--- config.mk ---
export PLATFORM = sky130hd
export DESIGN_NAME = particle_streamer
export DESIGN_NICKNAME = d
export VERILOG_FILES = /design/src/rtl/render_pkg.sv /design/src/rtl/particle_streamer.sv
export SDC_FILE = /design/constraint.sdc
export NUM_CORES = 1
export LEC_CHECK = 0
export CORE_MARGIN = 2
export CORE_UTILIZATION = 33
export CTS_CLUSTER_SIZE = 8
export DETAILED_ROUTE_END_ITERATION = 8
export PLACE_DENSITY = 0.67
export SLEW_MARGIN = 20
export SYNTH_ARGS = -nofsm -noshare
export SYNTH_HDL_FRONTEND = slang
export SYNTH_SLANG_ARGS = --single-unit
--- constraint.sdc ---
create_clock -name clk_in -period 7.97 [get_ports clk_in]
set_input_delay 0.797 -clock clk_in [delete_from_list [all_inputs] [get_ports clk_in]]
set_output_delay 0.797 -clock clk_in [all_outputs]
set_load 0.02 [all_outputs]
--- src/rtl/render_pkg.sv ---
// Shared definitions for the particle render path: position word layout,
// fp16 field positions and the streamer state encoding.
package render_pkg;

  localparam int POS_W     = 48;
  localparam int FP16_W    = 16;
  localparam int X_MSB     = 47;
  localparam int X_LSB     = 32;
  localparam int Y_MSB     = 31;
  localparam int Y_LSB     = 16;
  localparam int Z_MSB     = 15;
  localparam int Z_LSB     = 0;
  localparam int FP16_SIGN = 15;

  typedef enum logic [2:0] {
    ST_IDLE,
    ST_FETCH,
    ST_WAIT_RDY,
    ST_EMIT,
    ST_DONE
  } state_t;

  // Particles behind the camera (negative z) or exactly on the plane (+/-0) are culled.
  function automatic logic fp16_cull(input logic [FP16_W-1:0] z);
    return z[FP16_SIGN] || (z[FP16_SIGN-1:0] == '0);
  endfunction

endpackage

--- src/rtl/particle_streamer.sv ---
// Walks the position memory once per frame, culls particles with z <= 0 and
// hands the survivors to the renderer one strobe at a time.
module particle_streamer
  import render_pkg::*;
#(
  parameter int NUM_PARTICLES = 64,
  parameter int ADDR_W        = 6,
  parameter int MEM_LATENCY   = 2,
  parameter int READY_HOLDOFF = 2
) (
  input  logic              clk_in,
  input  logic              rst_in,
  input  logic              frame_start_in,
  output logic [ADDR_W-1:0] mem_addr_out,
  input  logic [POS_W-1:0]  mem_data_in,
  input  logic              render_ready_in,
  output logic [FP16_W-1:0] f_x_out,
  output logic [FP16_W-1:0] f_y_out,
  output logic [FP16_W-1:0] f_z_out,
  output logic              data_valid_out,
  output logic              busy_out,
  output logic              frame_done_out,
  output logic [ADDR_W:0]   emitted_count_out
);

  localparam logic [ADDR_W-1:0] LAST_IDX  = ADDR_W'(NUM_PARTICLES - 1);
  localparam logic [7:0]        LAT_LAST  = 8'(MEM_LATENCY - 1);
  localparam logic [7:0]        HOLD_LOAD = 8'(READY_HOLDOFF);

  state_t            state;
  logic [ADDR_W-1:0] index;
  logic [ADDR_W:0]   count;
  logic [7:0]        lat_cnt;
  logic [7:0]        hold_cnt;
  logic [FP16_W-1:0] hold_x;
  logic [FP16_W-1:0] hold_y;
  logic [FP16_W-1:0] hold_z;
  logic              last;

  assign last = (index == LAST_IDX);

  always_ff @(posedge clk_in or posedge rst_in) begin
    if (rst_in) begin
      state             <= ST_IDLE;
      index             <= '0;
      count             <= '0;
      lat_cnt           <= '0;
      hold_cnt          <= '0;
      hold_x            <= '0;
      hold_y            <= '0;
      hold_z            <= '0;
      mem_addr_out      <= '0;
      f_x_out           <= '0;
      f_y_out           <= '0;
      f_z_out           <= '0;
      data_valid_out    <= 1'b0;
      busy_out          <= 1'b0;
      frame_done_out    <= 1'b0;
      emitted_count_out <= '0;
    end else begin
      data_valid_out <= 1'b0;
      frame_done_out <= 1'b0;
      case (state)
        ST_IDLE: begin
          if (frame_start_in) begin
            index        <= '0;
            count        <= '0;
            lat_cnt      <= '0;
            hold_cnt     <= '0;
            mem_addr_out <= '0;
            busy_out     <= 1'b1;
            state        <= ST_FETCH;
          end
        end
        ST_FETCH: begin
          if (lat_cnt == LAT_LAST) begin
            lat_cnt <= '0;
            hold_x  <= mem_data_in[X_MSB:X_LSB];
            hold_y  <= mem_data_in[Y_MSB:Y_LSB];
            hold_z  <= mem_data_in[Z_MSB:Z_LSB];
            if (!fp16_cull(mem_data_in[Z_MSB:Z_LSB])) begin
              state <= ST_WAIT_RDY;
            end else if (last) begin
              frame_done_out    <= 1'b1;
              emitted_count_out <= count;
              state             <= ST_DONE;
            end else begin
              index        <= index + 1'b1;
              mem_addr_out <= index + 1'b1;
            end
          end else begin
            lat_cnt <= lat_cnt + 8'd1;
          end
        end
        ST_WAIT_RDY: begin
          // Ready is only honoured once the post-emit holdoff has drained.
          if (hold_cnt != 8'd0) begin
            hold_cnt <= hold_cnt - 8'd1;
          end else if (render_ready_in) begin
            f_x_out        <= hold_x;
            f_y_out        <= hold_y;
            f_z_out        <= hold_z;
            data_valid_out <= 1'b1;
            state          <= ST_EMIT;
          end
        end
        ST_EMIT: begin
          count    <= count + 1'b1;
          hold_cnt <= HOLD_LOAD;
          if (last) begin
            frame_done_out    <= 1'b1;
            emitted_count_out <= count + 1'b1;
            state             <= ST_DONE;
          end else begin
            index        <= index + 1'b1;
            mem_addr_out <= index + 1'b1;
            state        <= ST_FETCH;
          end
        end
        ST_DONE: begin
          busy_out <= 1'b0;
          state    <= ST_IDLE;
        end
        default: begin
          busy_out <= 1'b0;
          state    <= ST_IDLE;
        end
      endcase
    end
  end

endmodule

==> impl_metrics.env, run 1 <==
export IMPL_crit_path_end_kind="register"
export IMPL_cts_setup_buffers=0
export IMPL_cp_top_family="simple AND/OR/NAND/NOR gates"
export IMPL_fin_skew_ns=0.00779
export IMPL_worst_pin_slew_ns=1.02
export IMPL_cts_buffer_depth=2
export IMPL_placed_area_sq_mm=0.00719
export IMPL_clock_latency_ns=0.42
export IMPL_gp_congestion=0.783
export IMPL_cts_resized=0
export IMPL_fillers=1604
export IMPL_area_delta_synth_final_pct=32.9
export IMPL_cpPeakStageDelay_ns=1.03
export IMPL_critPathBufInv=0
export IMPL_maxCapViolations=0
export IMPL_syn_nets=606
export IMPL_antenna_left=0
export IMPL_hold_path_class="reg -> reg"
export IMPL_drc=0
export IMPL_grt_max_degree=72
export IMPL_synth_top_area_share=0.589
export IMPL_drive_above_1_share=0.113
export IMPL_period_share=0.367
export IMPL_final_setup_viol_count=0
export IMPL_hold_slack_ns=0.463
export IMPL_fin_util=0.449
export IMPL_crit_chain="or4_1, nor3_1, and4b_2, nand2_1, nand2_1"
export IMPL_core_sq_mm=0.0174
export IMPL_power_density_mw_per_mm2=198
export IMPL_fin_tns_setup_ns=0
export IMPL_synth_commonest_cells="nand2_1 (172), dfrtp_1 (138), mux2_2 (31), o21ai_0 (26), mux2_1 (20)"
export IMPL_synth_area_leader_cell="dfrtp_1"
export IMPL_row_count=48
export IMPL_syn_avg_cell_area_sq_um=10.7
export IMPL_netlist_top_cells_area="dfrtp_1 (59%), nand2_1 (11%), mux2_2 (6.0%)"
export IMPL_power_leakage_uw=0.00381
export IMPL_final_area_sq_mm=0.00779
export IMPL_grt_usage=0.145
export IMPL_clk_pin_slew_worst_paths_ns=0.06
export IMPL_viasPerCell=4.81
export IMPL_p_total_uw=1540
export IMPL_slowest_stage="and4b_2"
export IMPL_drt_wl_total_mm=13.1
export IMPL_detail_route_wl_per_cell_um=14.6
export IMPL_portBuffers=115
export IMPL_synth_main_ff_cell="dfrtp_1"
export IMPL_dr_first_iter_drc_count=292
export IMPL_cts_tree="done"
export IMPL_criticalPathCategory="reg -> reg"
export IMPL_grt_pass1_wl_mm=21.3
export IMPL_h_tree_depth=4
export IMPL_die_h_um=137
export IMPL_diodes=0
export IMPL_antenna_found_initial=0
export IMPL_yosysMostFrequentCell="nand2_1"
export IMPL_period_minus_slack_ns=2.92
export IMPL_first_pass_iters=4
export IMPL_dpl_hpwl_mm=8.74
export IMPL_status="complete, no violations"
export IMPL_multi_input_area_sq_mm=0.00225
export IMPL_die_w_um=137
export IMPL_final_nets=717
export IMPL_clock_fmax_mhz=342
export IMPL_netlist_area_sq_mm=0.00586
export IMPL_synth_edf_count=0
export IMPL_ys_warnings_count=0
export IMPL_vias=4314
export IMPL_cts_buffers=17
export IMPL_hold_viol_final=0
export IMPL_cp_max_fo=49
export IMPL_area_sequential_sq_mm=0.00345
export IMPL_cp_arrival_ns=3.27
export IMPL_vdd_ir_drop_max_v=0.000147
export IMPL_cts_sinks=138
export IMPL_dieArea_sq_mm=0.0189
export IMPL_ys_seq_area_frac=0.589
export IMPL_holdBufCountCts=0
export IMPL_maxSlewViolCount=0
export IMPL_reg2reg_slack_ns=5.05
export IMPL_initial_utilization=0.338
export IMPL_clock_root_buffer="clkbuf_16"
export IMPL_grt_pass1_vias=4271
export IMPL_grt_ovfl_total=0
export IMPL_async_flop_share=1.00
export IMPL_io_pins=116
export IMPL_slew_headroom=0.318
export IMPL_syn_inst=548
export IMPL_ys_types=50
export IMPL_required_ns=8.32
export IMPL_crit_path_start_kind="register"
export IMPL_crit_top_cell="nand2_1"
export IMPL_synth_seq_cells=138
export IMPL_rsz0062_at_grt="false"
==> tightest hold or removal path, cell delays in order (launching register included) <==
cell and delay (ns):
dfrtp_1 0.34, nand2_1 0.05, nand2_1 0.05
==> power by group <==
group / leakage [uW] / internal, uW / switching, uW
registers: 0.00183 / 701 / 0
clock network: 0.000294 / 477 / 319
logic: 0.00169 / 23.4 / 20.9
==> final cells by class <==
| class | count | area share |
|---|---|---|
| Sequential cell | 138 | 0.443 |
| Multi-Input combinational cell | 375 | 0.289 |
| Timing Repair Buffer | 117 | 0.150 |
| Clock buffer | 18 | 0.0563 |
| Tap cell | 225 | 0.0361 |
| Clock inverter | 14 | 0.0209 |
| Inverter | 10 | 0.00546 |
==> logic make-up after synthesis <==
group,share of synthesized area
mux,0.101
fa+ha+maj,0.0128
xor+xnor,0.0134
simple gates,0.176
compound gates,0.0777
flops,0.589
buf+inv,0.0299
==> stage by stage <==
stage,std cells,worst slack (ns)
after global placement,865,4.95
after CTS,897,4.89
after floorplan,548,3.48
after global routing,897,4.82
final,897,5.05
after detailed placement,865,4.91
==> placed cells by master, fill, tap and decap left out, types with 6 or more instances in the layout <==
master / count
o21ai_0: 26
dfrtp_1: 138
ha_1: 6
nand3_1: 11
nor2_1: 14
a21o_1: 7
a21oi_1: 8
inv_1: 9
mux2_1: 20
nand2_1: 172
xnor2_1: 8
o31ai_1: 10
nand2b_1: 8
clkbuf_16: 17
nor3_1: 7
mux2_2: 31
clkdlybuf4s50_1: 115
==> metal layers <==
metal	vias up	GRT usage	part of all wire
met5	-	0	0
met4	0	0.0470	0.011
met3	11	0.0372	0.045
met2	112	0.233	0.47
met1	2108	0.192	0.47
li1	2083	-	-
==> flip-flops by register name, indices dropped and copies added (netlist names) <==
register           cells
hold_cnt               8
hold_x                16
data_valid_out         1
frame_done_out         1
f_y_out               16
lat_cnt                8
emitted_count_out      7
busy_out               1
mem_addr_out           6
hold_z                16
f_z_out               16
count                  7
f_x_out               16
state                  3
hold_y                16
==> worst paths after layout <==
path	startpoint	endpoint	depth (start not counted)
worst max-delay path	hold_cnt[4]$_DFFE_PP0P_	f_y_out[3]$_DFFE_PP0P_	5
worst min-delay path	f_z_out[1]$_DFFE_PP0P_	f_z_out[1]$_DFFE_PP0P_	2
worst max register to register	hold_cnt[4]$_DFFE_PP0P_	f_y_out[3]$_DFFE_PP0P_	5
worst min register to register	f_z_out[1]$_DFFE_PP0P_	f_z_out[1]$_DFFE_PP0P_	2
max in group asynchronous	rst_in	f_z_out[14]$_DFFE_PP0P_	3
min in group asynchronous	rst_in	hold_y[10]$_DFFE_PP0P_	2
Note: power is estimated with default switching activity, not from simulation.
==> run 2: changes to the inputs <==
Clock period 7.97 ns to 2.9 ns, I/O delays scaled along.
==> run 2 against run 1 <==
Net effect: via count increased by 1.5%; worst hold slack got worse by 0.033 ns; clock power increased to 2.9 times the previous value; global-route usage increased by 0.21 points; utilization increased by 0.61 points; cell count increased by 0.56%; non-clock buffer count increased by 6; die area unchanged; critical path type unchanged; largest power group unchanged.
==> impl_metrics.env, run 2 (same netlist as run 1, synthesis figures left out) <==
export IMPL_stdcell_count=902
export IMPL_detail_route_wl_per_cell_um=14.5
export IMPL_cts_resized=0
export IMPL_dieArea_sq_mm=0.0189
export IMPL_reg2reg_to="hold_y[1]$_DFFE_PP0P_"
export IMPL_holdBufCountCts=0
export IMPL_die_w_um=137
export IMPL_cp_max_fo=43
export IMPL_first_pass_iters=5
export IMPL_p_int_uw=3500
export IMPL_cts_buffers=17
export IMPL_layout_common_cells="nand2_1 (172), dfrtp_1 (138), clkdlybuf4s50_1 (115), mux2_2 (31), o21ai_0 (26)"
export IMPL_rsz0062_at_grt="false"
export IMPL_clkPwrFrac=0.530
export IMPL_switching_power_uw=865
export IMPL_dr_first_iter_drc_count=265
export IMPL_r2r_cells=5
export IMPL_grt_pass1_vias=4335
export IMPL_final_nets=723
export IMPL_fin_util=0.455
export IMPL_slew_headroom=0.504
export IMPL_clock_root_buffer="clkbuf_16"
export IMPL_crit_path_end_kind="register"
export IMPL_power_leakage_uw=0.00386
export IMPL_grt_pass1_wl_mm=21.6
export IMPL_gp_congestion=0.763
export IMPL_initial_utilization=0.338
export IMPL_power_density_mw_per_mm2=552
export IMPL_clock_latency_ns=0.42
export IMPL_worst_pin_slew_ns=0.744
export IMPL_p_total_uw=4360
export IMPL_final_setup_viol_count=0
export IMPL_drive_above_1_share=0.118
export IMPL_antenna_left=0
export IMPL_dp_cells=871
export IMPL_vias=4377
export IMPL_required_ns=3.19
export IMPL_final_common_cell="nand2_1"
export IMPL_dpl_hpwl_mm=8.57
export IMPL_drc=0
export IMPL_grt_usage=0.147
export IMPL_cts_sinks=138
export IMPL_clk_pin_slew_worst_paths_ns=0.06
export IMPL_grt_max_degree=139
export IMPL_diodes=0
export IMPL_r2r_start="lat_cnt[5]$_DFFE_PP0P_"
export IMPL_h_tree_depth=4
export IMPL_p_seq_frac=0.441
export IMPL_p_comb_frac=0.028
export IMPL_core_sq_mm=0.0174
export IMPL_die_h_um=137
export IMPL_cts_buffer_depth=2
export IMPL_cts_setup_buffers=0
export IMPL_vdd_ir_drop_max_v=0.000386
export IMPL_viasPerCell=4.85
export IMPL_period_minus_slack_ns=2.45
export IMPL_maxCapViolations=0
export IMPL_status="complete, no violations"
export IMPL_fin_skew_ns=0.00542
export IMPL_cp_arrival_ns=2.74
export IMPL_drt_wl_total_mm=13.1
export IMPL_crit_path_start_kind="register"
export IMPL_portBuffers=115
export IMPL_io_pins=116
export IMPL_hold_viol_final=0
export IMPL_clock_fmax_mhz=409
export IMPL_switching_share=0.198
export IMPL_reg2reg_slack_ns=0.45
export IMPL_fin_tns_setup_ns=0
export IMPL_hold_path_class="in -> async"
export IMPL_grt_ovfl_total=0
export IMPL_criticalPathCategory="reg -> reg"
export IMPL_period_share=0.843
export IMPL_row_count=48
export IMPL_maxSlewViolCount=0
export IMPL_cts_tree="done"
export IMPL_area_delta_synth_final_pct=34.7
export IMPL_antenna_found_initial=1
## run 2: through the flow
| step | instance area [sq um] | setup WS, ns | hold WS [ns] |
|---|---|---|---|
| finish | 7900 | 0.454 | 0.430 |
| global route | 7900 | 0.363 | 0.463 |
| CTS | 7900 | 0.453 | 0.461 |
| detailed placement | 7270 | 0.388 | 0.452 |
| global placement | 7270 | 0.469 | 0.446 |
| floorplan | 5870 | 0.602 | 0.425 |
## run 2: how the worst max path moves through the flow
stage / start / to / slack (ns) / cells past startpoint
6_report: lat_cnt[5]$_DFFE_PP0P_ / hold_y[1]$_DFFE_PP0P_ / 0.45 / 5
5_1_grt: lat_cnt[5]$_DFFE_PP0P_ / hold_x[12]$_DFFE_PP0P_ / 0.36 / 5
4_1_cts: lat_cnt[5]$_DFFE_PP0P_ / hold_x[3]$_DFFE_PP0P_ / 0.45 / 5
3_5_place_dp: mem_data_in[0] / emitted_count_out[3]$_DFFE_PP0P_ / 0.39 / 5
3_3_place_gp: mem_data_in[0] / emitted_count_out[3]$_DFFE_PP0P_ / 0.47 / 5
2_1_floorplan: lat_cnt[5]$_DFFE_PP0P_ / hold_y[0]$_DFFE_PP0P_ / 0.60 / 6
## run 2: power groups by stage
stage	combinational (uW)	sequential, uW	clock (uW)
floorplan	33.4	1960	0
CTS	127	1930	2360
finish	123	1930	2310
global placement	124	1960	0
global route	136	1920	2460
detailed placement	126	1960	0
## run 2: final cells by class
type	instances	area, sq um
Inverter	10	41.3
Tap cell	225	282
Sequential cell	138	3450
Clock buffer	21	470
Clock inverter	10	164
Timing Repair Buffer	123	1250
Multi-Input combinational cell	375	2240
Fill cell	1604	9460
## run 2: metal layers
metal,track usage,share of wire
met1,0.186,0.45
met2,0.232,0.46
met3,0.0467,0.060
met4,0.0630,0.023
met5,0,0.00061
## run 2: critical path: stages (launching register included)
cell and delay [ns]:
dfrtp_1 0.43, or4_4 0.59, or3_4 0.40, nor3_4 0.22, buf_12 0.29, mux2_1 0.36
